File: src/rtl/rv_pkg.sv
// Shared RV64I pipeline definitions: opcodes, ALUOp encodings and the ID/EX bundles.
package rv_pkg;

    localparam int unsigned XLEN = 64;

    // Major opcodes, instr[6:0]
    localparam logic [6:0] OP        = 7'b0110011;
    localparam logic [6:0] OP_32     = 7'b0111011;
    localparam logic [6:0] OP_IMM    = 7'b0010011;
    localparam logic [6:0] OP_IMM_32 = 7'b0011011;
    localparam logic [6:0] LOAD      = 7'b0000011;
    localparam logic [6:0] STORE     = 7'b0100011;
    localparam logic [6:0] BRANCH    = 7'b1100011;

    // ALUOp handed to the ALU control unit
    localparam logic [1:0] ALUOP_R   = 2'b00;
    localparam logic [1:0] ALUOP_I   = 2'b01;
    localparam logic [1:0] ALUOP_MEM = 2'b10;
    localparam logic [1:0] ALUOP_BR  = 2'b11;

    typedef struct packed {
        logic [1:0] alu_op;
        logic       alu_src;
        logic       reg_write;
        logic       mem_read;
        logic       mem_write;
        logic       branch;
        logic       mem_to_reg;
    } idex_ctrl_t;

    // Full ID/EX slot; all-zero is the bubble.
    typedef struct packed {
        logic            valid;
        idex_ctrl_t      ctrl;
        logic [2:0]      funct3;
        logic [6:0]      funct7;
        logic [4:0]      rs1;
        logic [4:0]      rs2;
        logic [4:0]      rd;
        logic [XLEN-1:0] imm;
    } idex_reg_t;

endpackage

File: src/rtl/id_ex_decode_if.sv
// ID-side request and ID/EX register outputs of the decoder.
interface id_ex_decode_if;
    import rv_pkg::*;

    logic            id_valid;
    logic [31:0]     id_instr;
    logic            stall_in;
    logic            flush_in;
    logic            hazard_stall;
    logic            illegal_instr;
    logic            ex_valid;
    logic [1:0]      ex_alu_op;
    logic [2:0]      ex_funct3;
    logic [6:0]      ex_funct7;
    logic [4:0]      ex_rs1;
    logic [4:0]      ex_rs2;
    logic [4:0]      ex_rd;
    logic [XLEN-1:0] ex_imm;
    logic            ex_alu_src;
    logic            ex_reg_write;
    logic            ex_mem_read;
    logic            ex_mem_write;
    logic            ex_branch;
    logic            ex_mem_to_reg;

    // Upstream/pipeline-control side
    modport master (
        output id_valid, id_instr, stall_in, flush_in,
        input  hazard_stall, illegal_instr, ex_valid, ex_alu_op, ex_funct3, ex_funct7,
        input  ex_rs1, ex_rs2, ex_rd, ex_imm, ex_alu_src, ex_reg_write, ex_mem_read,
        input  ex_mem_write, ex_branch, ex_mem_to_reg
    );

    // Decoder side
    modport slave (
        input  id_valid, id_instr, stall_in, flush_in,
        output hazard_stall, illegal_instr, ex_valid, ex_alu_op, ex_funct3, ex_funct7,
        output ex_rs1, ex_rs2, ex_rd, ex_imm, ex_alu_src, ex_reg_write, ex_mem_read,
        output ex_mem_write, ex_branch, ex_mem_to_reg
    );

endinterface

File: src/rtl/imm_gen.sv
// Immediate generator: picks the I/S/B format from the opcode and sign-extends to XLEN.
module imm_gen
    import rv_pkg::*;
(
    input  logic [31:0]     instr,
    output logic [XLEN-1:0] imm
);

    // funct3 and rs1 never contribute to an immediate here
    logic unused_bits;
    assign unused_bits = ^instr[19:12];

    // Format select and sign extension
    always_comb begin
        imm = '0;
        case (instr[6:0])
            OP_IMM, OP_IMM_32, LOAD: imm = {{(XLEN-12){instr[31]}}, instr[31:20]};
            STORE:                   imm = {{(XLEN-12){instr[31]}}, instr[31:25], instr[11:7]};
            BRANCH:                  imm = {{(XLEN-13){instr[31]}}, instr[31], instr[7],
                                            instr[30:25], instr[11:8], 1'b0};
            default:                 imm = '0;
        endcase
    end

endmodule

File: src/rtl/id_ex_decode.sv
// Main decoder plus ID/EX register with load-use bubble insertion, stall and flush.
module id_ex_decode
    import rv_pkg::*;
(
    input logic           clk,
    input logic           rst_n,
    id_ex_decode_if.slave bus
);

    logic [6:0]      opcode;
    logic [4:0]      rs1;
    logic [4:0]      rs2;
    logic            legal;
    logic            rs2_used;
    idex_ctrl_t      dec_ctrl;
    logic [XLEN-1:0] dec_imm;
    logic            hazard;
    idex_reg_t       ex_q, ex_d;
    logic            illegal_q, illegal_d;

    assign opcode = bus.id_instr[6:0];
    assign rs1    = bus.id_instr[19:15];
    assign rs2    = bus.id_instr[24:20];

    imm_gen u_imm_gen (
        .instr (bus.id_instr),
        .imm   (dec_imm)
    );

    // Opcode decode into the control bundle
    always_comb begin
        dec_ctrl = '0;
        legal    = 1'b1;
        rs2_used = 1'b0;
        case (opcode)
            OP, OP_32: begin
                dec_ctrl.alu_op    = ALUOP_R;
                dec_ctrl.reg_write = 1'b1;
                rs2_used           = 1'b1;
            end
            OP_IMM, OP_IMM_32: begin
                dec_ctrl.alu_op    = ALUOP_I;
                dec_ctrl.alu_src   = 1'b1;
                dec_ctrl.reg_write = 1'b1;
            end
            LOAD: begin
                dec_ctrl.alu_op     = ALUOP_MEM;
                dec_ctrl.alu_src    = 1'b1;
                dec_ctrl.mem_read   = 1'b1;
                dec_ctrl.mem_to_reg = 1'b1;
                dec_ctrl.reg_write  = 1'b1;
            end
            STORE: begin
                dec_ctrl.alu_op    = ALUOP_MEM;
                dec_ctrl.alu_src   = 1'b1;
                dec_ctrl.mem_write = 1'b1;
                rs2_used           = 1'b1;
            end
            BRANCH: begin
                dec_ctrl.alu_op = ALUOP_BR;
                dec_ctrl.branch = 1'b1;
                rs2_used        = 1'b1;
            end
            default: legal = 1'b0;
        endcase
    end

    // Load in EX whose destination feeds this instruction: needs one bubble
    assign hazard = bus.id_valid & legal & ex_q.valid & ex_q.ctrl.mem_read &
                    (ex_q.rd != 5'd0) & ((ex_q.rd == rs1) | (rs2_used & (ex_q.rd == rs2)));

    assign bus.hazard_stall = hazard & ~bus.flush_in & ~bus.stall_in;

    // ID/EX next state: flush > stall > hazard > normal load
    always_comb begin
        ex_d      = ex_q;
        illegal_d = 1'b0;
        if (bus.flush_in) begin
            ex_d = '0;
        end else if (bus.stall_in) begin
            ex_d = ex_q;
        end else if (hazard) begin
            ex_d = '0;
        end else if (bus.id_valid & legal) begin
            ex_d.valid  = 1'b1;
            ex_d.ctrl   = dec_ctrl;
            ex_d.funct3 = bus.id_instr[14:12];
            ex_d.funct7 = bus.id_instr[31:25];
            ex_d.rs1    = rs1;
            ex_d.rs2    = rs2;
            ex_d.rd     = bus.id_instr[11:7];
            ex_d.imm    = dec_imm;
        end else begin
            // Empty or illegal slot becomes a full bubble so control bits are zero
            ex_d      = '0;
            illegal_d = bus.id_valid & ~legal;
        end
    end

    // ID/EX register and illegal-instruction pulse
    always_ff @(posedge clk or negedge rst_n) begin
        if (!rst_n) begin
            ex_q      <= '0;
            illegal_q <= 1'b0;
        end else begin
            ex_q      <= ex_d;
            illegal_q <= illegal_d;
        end
    end

    assign bus.illegal_instr = illegal_q;
    assign bus.ex_valid      = ex_q.valid;
    assign bus.ex_alu_op     = ex_q.ctrl.alu_op;
    assign bus.ex_alu_src    = ex_q.ctrl.alu_src;
    assign bus.ex_reg_write  = ex_q.ctrl.reg_write;
    assign bus.ex_mem_read   = ex_q.ctrl.mem_read;
    assign bus.ex_mem_write  = ex_q.ctrl.mem_write;
    assign bus.ex_branch     = ex_q.ctrl.branch;
    assign bus.ex_mem_to_reg = ex_q.ctrl.mem_to_reg;
    assign bus.ex_funct3     = ex_q.funct3;
    assign bus.ex_funct7     = ex_q.funct7;
    assign bus.ex_rs1        = ex_q.rs1;
    assign bus.ex_rs2        = ex_q.rs2;
    assign bus.ex_rd         = ex_q.rd;
    assign bus.ex_imm        = ex_q.imm;

endmodule

File: src/flat_wrapper.sv
// flat-port wrapper written by rule: the top's interface ports become plain ports
module id_ex_decode_flat import rv_pkg::*;
  (clk, rst_n, bus_id_valid, bus_id_instr, bus_stall_in, bus_flush_in, bus_hazard_stall, bus_illegal_instr, bus_ex_valid, bus_ex_alu_op, bus_ex_funct3, bus_ex_funct7, bus_ex_rs1, bus_ex_rs2, bus_ex_rd, bus_ex_imm, bus_ex_alu_src, bus_ex_reg_write, bus_ex_mem_read, bus_ex_mem_write, bus_ex_branch, bus_ex_mem_to_reg);
  id_ex_decode_if bus_i ();
  input logic clk;
  input logic rst_n;
  input wire logic [$bits(bus_i.id_valid)-1:0] bus_id_valid;
  input wire logic [$bits(bus_i.id_instr)-1:0] bus_id_instr;
  input wire logic [$bits(bus_i.stall_in)-1:0] bus_stall_in;
  input wire logic [$bits(bus_i.flush_in)-1:0] bus_flush_in;
  output wire logic [$bits(bus_i.hazard_stall)-1:0] bus_hazard_stall;
  output wire logic [$bits(bus_i.illegal_instr)-1:0] bus_illegal_instr;
  output wire logic [$bits(bus_i.ex_valid)-1:0] bus_ex_valid;
  output wire logic [$bits(bus_i.ex_alu_op)-1:0] bus_ex_alu_op;
  output wire logic [$bits(bus_i.ex_funct3)-1:0] bus_ex_funct3;
  output wire logic [$bits(bus_i.ex_funct7)-1:0] bus_ex_funct7;
  output wire logic [$bits(bus_i.ex_rs1)-1:0] bus_ex_rs1;
  output wire logic [$bits(bus_i.ex_rs2)-1:0] bus_ex_rs2;
  output wire logic [$bits(bus_i.ex_rd)-1:0] bus_ex_rd;
  output wire logic [$bits(bus_i.ex_imm)-1:0] bus_ex_imm;
  output wire logic [$bits(bus_i.ex_alu_src)-1:0] bus_ex_alu_src;
  output wire logic [$bits(bus_i.ex_reg_write)-1:0] bus_ex_reg_write;
  output wire logic [$bits(bus_i.ex_mem_read)-1:0] bus_ex_mem_read;
  output wire logic [$bits(bus_i.ex_mem_write)-1:0] bus_ex_mem_write;
  output wire logic [$bits(bus_i.ex_branch)-1:0] bus_ex_branch;
  output wire logic [$bits(bus_i.ex_mem_to_reg)-1:0] bus_ex_mem_to_reg;
  assign bus_i.id_valid = bus_id_valid;
  assign bus_i.id_instr = bus_id_instr;
  assign bus_i.stall_in = bus_stall_in;
  assign bus_i.flush_in = bus_flush_in;
  assign bus_hazard_stall = bus_i.hazard_stall;
  assign bus_illegal_instr = bus_i.illegal_instr;
  assign bus_ex_valid = bus_i.ex_valid;
  assign bus_ex_alu_op = bus_i.ex_alu_op;
  assign bus_ex_funct3 = bus_i.ex_funct3;
  assign bus_ex_funct7 = bus_i.ex_funct7;
  assign bus_ex_rs1 = bus_i.ex_rs1;
  assign bus_ex_rs2 = bus_i.ex_rs2;
  assign bus_ex_rd = bus_i.ex_rd;
  assign bus_ex_imm = bus_i.ex_imm;
  assign bus_ex_alu_src = bus_i.ex_alu_src;
  assign bus_ex_reg_write = bus_i.ex_reg_write;
  assign bus_ex_mem_read = bus_i.ex_mem_read;
  assign bus_ex_mem_write = bus_i.ex_mem_write;
  assign bus_ex_branch = bus_i.ex_branch;
  assign bus_ex_mem_to_reg = bus_i.ex_mem_to_reg;
  id_ex_decode u_core (.clk(clk), .rst_n(rst_n), .bus(bus_i));
endmodule
File: config.mk
export PLATFORM = sky130hd
export DESIGN_NAME = id_ex_decode_flat
export DESIGN_NICKNAME = d
export VERILOG_FILES = /design/src/rtl/rv_pkg.sv /design/src/rtl/id_ex_decode_if.sv /design/src/rtl/imm_gen.sv /design/src/rtl/id_ex_decode.sv /design/src/flat_wrapper.sv
export SDC_FILE = /design/constraint.sdc
export NUM_CORES = 1
export LEC_CHECK = 0
export BUFFER_PORTS_ARGS = -buffer_cell sky130_fd_sc_hd__buf_2
export CAP_MARGIN = 20
export CORE_UTILIZATION = 43
export DETAILED_ROUTE_END_ITERATION = 10
export GPL_TIMING_DRIVEN = 0
export PLACE_DENSITY = 0.89
export SLEW_MARGIN = 10
export SYNTH_ARGS = -nofsm -noshare
export SYNTH_HDL_FRONTEND = slang
export SYNTH_SLANG_ARGS = --single-unit
export TNS_END_PERCENT = 100
File: constraint.sdc
create_clock -name clk -period 1.85 [get_ports clk]
set_clock_uncertainty 0.2 [all_clocks]
set_input_delay 0.0925 -clock clk [delete_from_list [all_inputs] [get_ports clk]]
set_output_delay 0.0925 -clock clk [all_outputs]
set_load 0.01 [all_outputs]
==> metrics.cfg <==
[floorplanning]
pin_count = 137
initial_utilization_pct = 44.85
dieArea_um2 = 7468
die_h_um = 86.42
die_w_um = 86.42
std_cell_rows = 30
core_area_um2 = 6832

[route]
antenna_left = 0
firstDrtPassIters = 5
via_per_inst = 5.469
drc = 0
vias = 3325
drtIter0Drc = 279
wire_per_inst_um = 18.80
routed_wl_um = 11430

[pwr]
powerDensity_nw_per_um2 = 417.1
finalPower_mw = 2.142
leakage_nw = 2.554
vdd_drop_max_uv = 449.7

[global_route]
track_usage_pct = 25.49
grtUsageMet2_pct = 44.66
grtUsageMet1_pct = 31.01
grt_max_degree = 48
grt_pass1_vias = 2925
grt.busiest_layer = met2
use_met3_pct = 4.762
overflow = 0
antenna_found_initial = 0
grt_pass1_wl_um = 14700

[status]
outcome = finished, violations left
violations = negative setup slack

[cells_and_area]
regArea_um2 = 1182
fin_nets = 548
fillerInstances = 420
diodes = 0
fin_util_pct = 75.16
fin_area_um2 = 5135
layout_common_cells = buf_2 (137), nand2_1 (83), buf_4 (59), dfrtp_1 (42), o31ai_4 (36)
final-instance-count-excl-fill = 608
layout_commonest_cell = buf_2
multiInputGateArea_um2 = 1818
drive_above_1_share_pct = 58.20
syn_to_final_growth_pct = 67.58

[synthesis]
yosysTopAreaCellShare_pct = 38.38
syn_area_um2 = 3064
synth_fp_nets = 357
synth_edf_count = 0
synth-main-ff-cell = dfrtp_1
synth_seq_cells = 47
syn_avg_cell_area_um2 = 9.576
ys_seq_area_share_pct = 38.38
ys_types = 40
ys_warn_count = 0
yosysTopAreaCell = dfrtp_1
syn_inst = 320
async_reset_ff_share_pct = 100.0
synthTopCellsByArea = dfrtp_1 (38%), buf_4 (13%), o31ai_2 (12%), nand2_1 (10%), o31ai_1 (3.2%)

[sta]
min_period_ns = 2.316
post-route-period-util_pct = 125.2
maxSlewViolCount = 0
worst_slack_ns = -0.4657
relSlewSlack_pct = 49.70
finalHoldViolations = 0
timing.fmax_mhz = 431.8
fin_tns_setup_ns = -16.49
rsz0062_at_grt = yes
setup_violations = 47
tightest_slew_ns = 0.7517
hold_slack_ns = 0.001874

[min_path]
hp-class = input pin to flip-flop

[clocking]
numCtsBuffers = 5
clk_latency_ns = 0.31
clk_pin_slew_ns = 0.10
cts-root-buf = clkbuf_8
clock_sinks = 47
htreeDepth = 2
cts_tree = built
clockBufferDepth = 2

[place]
dpl_cell_area_um2 = 3983
portBuffers = 136
pre_cts_ws_ns = -0.5064
dp_hpwl_um = 6125
gp_congestion = 0.8618
dpl.cell_count = 553

[setup_path]
cp_top_family = simple AND/OR/NAND/NOR gates
crit_path_max_fanout = 6
setup.worst_path.start_class = flip-flop
reg2reg_slack_ns = -0.47
crit_slowest_cell = or4_4
required_ns = 1.86
critPathBufInv = 1
crit_type = flip-flop to flip-flop
cpPeakStageDelay_ns = 0.59
crit_chain = or4_4 > o211ai_4 > nor2_4 > clkbuf_16 > o31ai_4
crit_arrival_ns = 2.33
worstSetupEndpointType = flip-flop

[job]
maxCapViolCount = 0

state kept, by name (all words and copies together) (netlist names):
signal,cells
u_core.bus.ex_imm,13
u_core.bus.ex_funct7,7
u_core.bus.ex_rd,5
u_core.bus.ex_rs1,5
u_core.bus.ex_rs2,5
u_core.bus.ex_funct3,3
u_core.bus.ex_alu_op,2
u_core.bus.ex_alu_src,1
u_core.bus.ex_branch,1
u_core.bus.ex_mem_read,1
u_core.bus.ex_mem_write,1
u_core.bus.ex_reg_write,1
u_core.bus.ex_valid,1
u_core.bus.illegal_instr,1
synthesized netlist by cell type (all sizes together) (2+ instances only):
library cell   n
nor2           6
xnor2          9
or4            2
dfrtp         47
clkbuf        10
inv            2
a21oi          3
nand3          3
a2111oi        2
o211ai         4
nand2         83
nor2b          2
buf           65
nand4          2
nor4b          5
and3           5
o21ai         10
and4b          2
o31ai         43
area by class of cell:
class                      instances  area share (%)
clock inverter                     2          0.7554
buffer                            75           12.43
inverter                           2          0.1462
sequential                        47           23.03
clock buffer                       6           1.608
multi-input combinational        197           35.40
timing repair buffer             183           24.29
tap                               96           2.339
power by group:
group,internal (mW),switching (mW)
registers,1.03,0.00346
logic,0.123,0.146
clock network,0.446,0.393
kinds of logic after synthesis:
logic type      count (synthesis)  share of synthesized area, %
mux                             1                        0.3675
xor+xnor                       10                         2.859
simple gates                  120                         18.78
buf+inv                        77                         17.97
compound gates                 65                         21.64
flops                          47                         38.38
path summary, 6_finish.rpt:
kind / end / cells past startpoint / start
worst max-delay path: u_core.bus.ex_imm[6] / 5 / u_core.bus.ex_rd[3]
worst min-delay path: u_core.bus.illegal_instr / 3 / bus_id_instr[0]
worst max register to register: u_core.bus.ex_imm[6] / 5 / u_core.bus.ex_rd[3]
worst min register to register: u_core.bus.ex_alu_op[1] / 2 / u_core.bus.ex_alu_op[1]
max in group asynchronous: u_core.bus.ex_rd[0] / 3 / rst_n
min in group asynchronous: u_core.bus.ex_funct3[0] / 2 / rst_n
worst reg2reg max path, cell delays in order, from the launching register on:
cell and delay [ns]:
dfrtp_2 0.48, or4_4 0.59, o211ai_4 0.31, nor2_4 0.14, clkbuf_16 0.20, o31ai_4 0.29
routing by layer:
layer  wire length, um  vias up  part of all wire [%]
li1                  -     1442                     -
met1              4275     1564                    37
met2              5571      264                    49
met3              1083       55                   9.5
met4               503        0                   4.4
met5                 0        -                     0
timing repair:
| item | 4_1_cts | 5_1_grt |
|---|---|---|
| hold buffers | 26 | 0 |
| buffers inserted | 10 | 4 |
| endpoints found under the hold margin | 79 | 0 |
| setup endpoints to repair | 76 | 47 |
| gates resized for setup | 33 | 51 |
| pin swaps | 10 | 27 |
| gates cloned | 4 | 3 |
Power figures use the tool's default switching activity.
